<file path="config.mk">
export PLATFORM = sky130hd
export DESIGN_NAME = uart_rx
export DESIGN_NICKNAME = d
export VERILOG_FILES = /design/src/rtl/uart_rx.sv
export SDC_FILE = /design/constraint.sdc
export NUM_CORES = 1
export LEC_CHECK = 0
export ABC_AREA = 1
export BUFFER_PORTS_ARGS = -buffer_cell sky130_fd_sc_hd__buf_2
export CELL_PAD_IN_SITES_DETAIL_PLACEMENT = 0
export CELL_PAD_IN_SITES_GLOBAL_PLACEMENT = 1
export CORE_MARGIN = 2
export CORE_UTILIZATION = 45
export CTS_BUF_LIST = sky130_fd_sc_hd__clkbuf_4 sky130_fd_sc_hd__clkbuf_8
export DETAILED_ROUTE_END_ITERATION = 10
export PLACE_DENSITY = 0.78
export SLEW_MARGIN = 40
export SYNTH_ARGS = -nofsm -noshare
export SYNTH_HDL_FRONTEND = slang
export SYNTH_SLANG_ARGS = --single-unit
</file>
<file path="constraint.sdc">
create_clock -name i_clk -period 1.46 [get_ports i_clk]
set_clock_uncertainty 0.05 [all_clocks]
set_input_delay 0 -clock i_clk [delete_from_list [all_inputs] [get_ports i_clk]]
set_output_delay 0 -clock i_clk [all_outputs]
set_load 0.05 [all_outputs]
</file>
<file path="src/rtl/uart_rx.sv">
// UART receiver: 2-flop input synchronizer, mid-bit sampling, start-glitch rejection,
// framing-error detection with a BREAK hold until the line returns idle.
module uart_rx #(
    parameter int CLKS_PER_BIT = 16,
    parameter int DATA_WIDTH   = 8
) (
    input  logic                  i_clk,
    input  logic                  i_reset_n,
    input  logic                  i_rx_in,
    output logic [DATA_WIDTH-1:0] o_rx_data,
    output logic                  o_rx_valid,
    output logic                  o_rx_frame_err,
    output logic                  o_rx_busy
);

    localparam int CW = $clog2(CLKS_PER_BIT);
    localparam int IW = $clog2(DATA_WIDTH) + 1;
    localparam logic [CW-1:0] CNT_HALF = CW'((CLKS_PER_BIT - 1) / 2);
    localparam logic [CW-1:0] CNT_LAST = CW'(CLKS_PER_BIT - 1);
    localparam logic [IW-1:0] IDX_LAST = IW'(DATA_WIDTH - 1);

    typedef enum logic [2:0] {
        S_IDLE  = 3'd0,
        S_START = 3'd1,
        S_DATA  = 3'd2,
        S_STOP  = 3'd3,
        S_BREAK = 3'd4
    } state_t;

    state_t                state_q, state_d;
    logic                  sync1_q, sync1_d;
    logic                  rx_s_q, rx_s_d;
    logic [CW-1:0]         cnt_q, cnt_d;
    logic [IW-1:0]         idx_q, idx_d;
    logic [DATA_WIDTH-1:0] shift_q, shift_d;
    logic [DATA_WIDTH-1:0] data_q, data_d;
    logic                  valid_q, valid_d;
    logic                  ferr_q, ferr_d;

    always_ff @(posedge i_clk or negedge i_reset_n) begin
        if (!i_reset_n) begin
            state_q <= S_IDLE;
            sync1_q <= 1'b1;
            rx_s_q  <= 1'b1;
            cnt_q   <= '0;
            idx_q   <= '0;
            shift_q <= '0;
            data_q  <= '0;
            valid_q <= 1'b0;
            ferr_q  <= 1'b0;
        end else begin
            state_q <= state_d;
            sync1_q <= sync1_d;
            rx_s_q  <= rx_s_d;
            cnt_q   <= cnt_d;
            idx_q   <= idx_d;
            shift_q <= shift_d;
            data_q  <= data_d;
            valid_q <= valid_d;
            ferr_q  <= ferr_d;
        end
    end

    always_comb begin
        sync1_d = i_rx_in;
        rx_s_d  = sync1_q;
        state_d = state_q;
        cnt_d   = cnt_q;
        idx_d   = idx_q;
        shift_d = shift_q;
        data_d  = data_q;
        valid_d = 1'b0;
        ferr_d  = 1'b0;
        case (state_q)
            S_IDLE: begin
                cnt_d = '0;
                idx_d = '0;
                if (!rx_s_q) state_d = S_START;
            end
            S_START: begin
                // Re-check the start bit at its midpoint to reject glitches.
                if (cnt_q == CNT_HALF) begin
                    cnt_d   = '0;
                    state_d = rx_s_q ? S_IDLE : S_DATA;
                end else begin
                    cnt_d = cnt_q + CW'(1);
                end
            end
            S_DATA: begin
                if (cnt_q == CNT_LAST) begin
                    cnt_d                       = '0;
                    shift_d[idx_q[IW-2:0]]      = rx_s_q;
                    idx_d                       = idx_q + IW'(1);
                    if (idx_q == IDX_LAST) state_d = S_STOP;
                end else begin
                    cnt_d = cnt_q + CW'(1);
                end
            end
            S_STOP: begin
                if (cnt_q == CNT_LAST) begin
                    cnt_d = '0;
                    if (rx_s_q) begin
                        data_d  = shift_q;
                        valid_d = 1'b1;
                        state_d = S_IDLE;
                    end else begin
                        ferr_d  = 1'b1;
                        state_d = S_BREAK;
                    end
                end else begin
                    cnt_d = cnt_q + CW'(1);
                end
            end
            S_BREAK: begin
                if (rx_s_q) state_d = S_IDLE;
            end
            default: begin
                state_d = S_IDLE;
                cnt_d   = '0;
                idx_d   = '0;
            end
        endcase
    end

    always_comb begin
        o_rx_data      = data_q;
        o_rx_valid     = valid_q;
        o_rx_frame_err = ferr_q;
        o_rx_busy      = (state_q != S_IDLE);
    end

endmodule

</file>
==> results.md <==
| Quantity | Reported |
|:---|:---|
| Clock Root Buffer | sky130_fd_sc_hd__clkbuf_4 |
| Number of buffers on the longest clock path | 2 |
| Net switching power | 0.000974 W |
| Largest net degree at the start of global routing | 32 |
| Clock transition at path regs | 0.10 ns |
| Number of clock sinks | 31 |
| Fillers | 310 |
| CTS tree | built |
| Fin nets | 204 |
| Avg Synthesized Cell Area | 8.71 um^2 |
| Antenna violations before repair | 0 |
| Main area contributors after synthesis | sky130_fd_sc_hd__dfrtp_1 (48%), sky130_fd_sc_hd__nand2_1 (14%), sky130_fd_sc_hd__nand3_1 (4.0%) |
| Dominant synthesized flop cell | sky130_fd_sc_hd__dfrtp_1 |
| Start of the worst register-to-register path | cnt_q[0] |
| 1st-iter DRT viols | 50 |
| Area growth from synthesis to layout | 19.2% |
| Number of storage elements in the synthesis netlist | 31 |
| Slew margin rel. | 0.530 |
| WL/cell | 11.9 um |
| Min Clock Period, post-route | 1.38 ns |
| Core occupancy in the finished layout | 0.547 |
| Warnings, synthesis | 0 |
| Maximum clock frequency | 727 MHz |
| Total vias in the final route | 1191 |
| Floorplan row count | 21 |
| Worst r2r dst | shift_q[5] |
| Sequential cell area | 779 um^2 |
| Internal Pwr Total | 0.00164 W |
| Top-level I/O count | 14 |
| Avg Vias per Cell | 4.84 |
| Power density normalized to cell area | 1460 nW/um^2 |
| Pleak | 0.887 nW |
| Overflow left after global routing | 0 |
| Share of synthesized flip-flops with an asynchronous set or reset | 1.00 |
| Worst hold margin | 0.191 ns |
| HPWL after DPL | 2080 um |
| Slew Limit Fails | 0 |
| Number of distinct library cells after synthesis | 27 |
| Port buffer count | 13 |
| Area of combinational cells with multiple inputs | 681 um^2 |
| Count of nets left with antenna violations after detail routing | 0 |
| FF-to-FF path depth | 6 |
| Placement-stage worst setup slack | 0.000384 ns |
| Remaining DRCs | 0 |
| RSZ-0062 raised after global routing | no |
| Final cycle utilization of the critical path | 0.942 |
| Startpoint Class | flop |
| Antenna diode instance count | 0 |
| Arrival time of data at the critical path endpoint | 1.33 ns |
| Endpoints failing setup | 0 |
| Share of cells above drive strength 1 | 0.245 |
| Number of max-cap violations | 0 |
| Post-synthesis instance total | 173 |
| First-pass GRT wire length | 4860 um |
| Yosys top cell by area | sky130_fd_sc_hd__dfrtp_1 |
| Largest fanout of any net on the critical path | 6 |
| Proportion of synthesized chip area in sequential cells | 0.517 |
| First-pass detailed-route iteration total | 4 |
| Relative contribution of the clock network to total power | 0.269 |
| Final TNS setup | 0 ns |
| Result of the run | finished clean |
| CP required | 1.41 ns |
| Number of CTS-inserted buffers | 5 |
| Setup slack on the worst flop-to-flop path | 0.10 ns |
| Total wire length after detailed routing | 2920 um |
| Global-route usage over all layers | 0.176 |
| Number of flops mapped to enable cells by yosys | 0 |
| Area of the core | 3280 um^2 |
| Critical Setup Path Class | reg2out |
| Combinational Power Share | 0.316 |
| Final number of hold-violating endpoints | 0 |
| Die footprint | 3830 um^2 |
| Effective utilization at floorplan | 0.459 |
| Kind of path behind the tightest hold check | in2async |
| Post-route standard cell area excluding fillers | 1800 um^2 |
| Htree depth | 2 |
| Worst VDD drop | 0.000560 V |
| Proportion of total power due to net switching | 0.372 |
| Tightest Pin Transition | 0.705 ns |
| Post-Syn Area | 1510 um^2 |
| Portion of total power attributed to sequential cells | 0.415 |
| Share of Yosys cell area claimed by the top area cell type | 0.482 |
| Number of global-route vias before repair | 1077 |
| Routability Congestion | 0.796 |
| Die Span X | 61.9 um |
| Standard cell area after detailed placement | 1660 um^2 |
| Clk_lat worst skew | 0.33 ns |
| Setup ws final | 0.0846 ns |
| DIE HEIGHT | 61.9 um |
| Worst Setup End Kind | primary output |
| Net count of the mapped netlist | 178 |
-- final cells by class --
cell class	count	share of cell area
Tap cell	46	0.0321
Inverter	16	0.0341
Clock buffer	6	0.0286
Timing Repair Buffer	21	0.0725
Clock inverter	2	0.0195
Multi-Input combinational cell	124	0.379
Sequential cell	31	0.434
-- layout by cell type (no fill, tap or decap), drive strengths merged, types with 6 or more instances in the layout --
cell | netlist | final
o21ai | 17 | 17
clkbuf | 0 | 6
nand4 | 6 | 6
nand2 | 59 | 59
nand3 | 16 | 16
nor2 | 18 | 18
buf | 2 | 19
dfrtp | 29 | 29
inv | 15 | 15
-- worst max-delay path, stage by stage, from the launching register on --
cell and delay [ns]:
sky130_fd_sc_hd__dfrtp_1 0.48, sky130_fd_sc_hd__nor2_4 0.06, sky130_fd_sc_hd__buf_4 0.15, sky130_fd_sc_hd__nand2_1 0.05
sky130_fd_sc_hd__buf_2 0.25
-- synth_stat cells (2+ instances only) --
cell	instances
sky130_fd_sc_hd__nand4_1	5
sky130_fd_sc_hd__nand3_4	2
sky130_fd_sc_hd__o21ai_0	4
sky130_fd_sc_hd__nor2_1	13
sky130_fd_sc_hd__nor2_4	3
sky130_fd_sc_hd__nand2_1	57
sky130_fd_sc_hd__buf_2	2
sky130_fd_sc_hd__nand3_1	12
sky130_fd_sc_hd__dfrtp_1	29
sky130_fd_sc_hd__ha_1	2
sky130_fd_sc_hd__nand3_2	2
sky130_fd_sc_hd__inv_1	13
sky130_fd_sc_hd__nor2_2	2
sky130_fd_sc_hd__inv_2	2
sky130_fd_sc_hd__o21ai_1	12
sky130_fd_sc_hd__dfstp_2	2
-- worst max path at each step --
| stage | start | end | slack [ns] | cells past startpoint |
|---|---|---|---|---|
| finish | state_q[0] | o_rx_busy | 0.08 | 4 |
| global route | cnt_q[0] | shift_q[5] | 0.003 | 6 |
| CTS | state_q[2] | o_rx_busy | 0.04 | 4 |
| detailed placement | cnt_q[0] | shift_q[5] | 0.0004 | 6 |
| global placement | cnt_q[0] | shift_q[5] | 0.07 | 6 |
| floorplan | cnt_q[0] | state_q[1] | 0.12 | 8 |
-- routing by layer --
metal	share of wire	vias to the layer above	GRT usage
li1	-	618	-
met1	0.50	541	0.243
met2	0.44	28	0.260
met3	0.041	4	0.0393
met4	0.012	0	0.0881
met5	0	-	0
-- registers in the layout (all words and copies together) (netlist names) --
register,cells
o_rx_frame_err,1
o_rx_valid,1
rx_s_q,1
state_q,3
shift_q,8
idx_q,4
cnt_q,4
rx_s_d,1
o_rx_data,8
-- power by group through the flow --
| stage | sequential [W] | combinational (W) | clock [W] |
|---|---|---|---|
| 2_1_floorplan | 0.00107 | 0.000587 | 0 |
| 3_3_place_gp | 0.00108 | 0.000802 | 0 |
| 3_5_place_dp | 0.00109 | 0.000805 | 0 |
| 4_1_cts | 0.00107 | 0.000818 | 0.000730 |
| 5_1_grt | 0.00110 | 0.000929 | 0.000770 |
| 6_report | 0.00109 | 0.000827 | 0.000704 |
-- what timing repair did --
action                     CTS  global route
pin swaps                    0             1
hold endpoints to repair    30             0
resized for setup            1             4
setup endpoints to repair    2             7
setup buffers                0             0
hold buffers                 2             0
-- per-stage QoR --
stage	std cells	total power (W)
after floorplan	173	0.00165
after global placement	236	0.00188
after detailed placement	236	0.00189
after CTS	246	0.00262
after global routing	246	0.00280
final	246	0.00262
-- cells by family after synthesis --
group / Yosys count / share of synthesized area
and+or+nand+nor: 100 / 0.329
xor gates and xnor gates: 2 / 0.0116
adders and majority gates: 2 / 0.0166
buffers and inverters: 18 / 0.0473
DFF: 31 / 0.517
AOI/OAI and AO/OA: 20 / 0.0789
(Power assumes the default switching activity.)
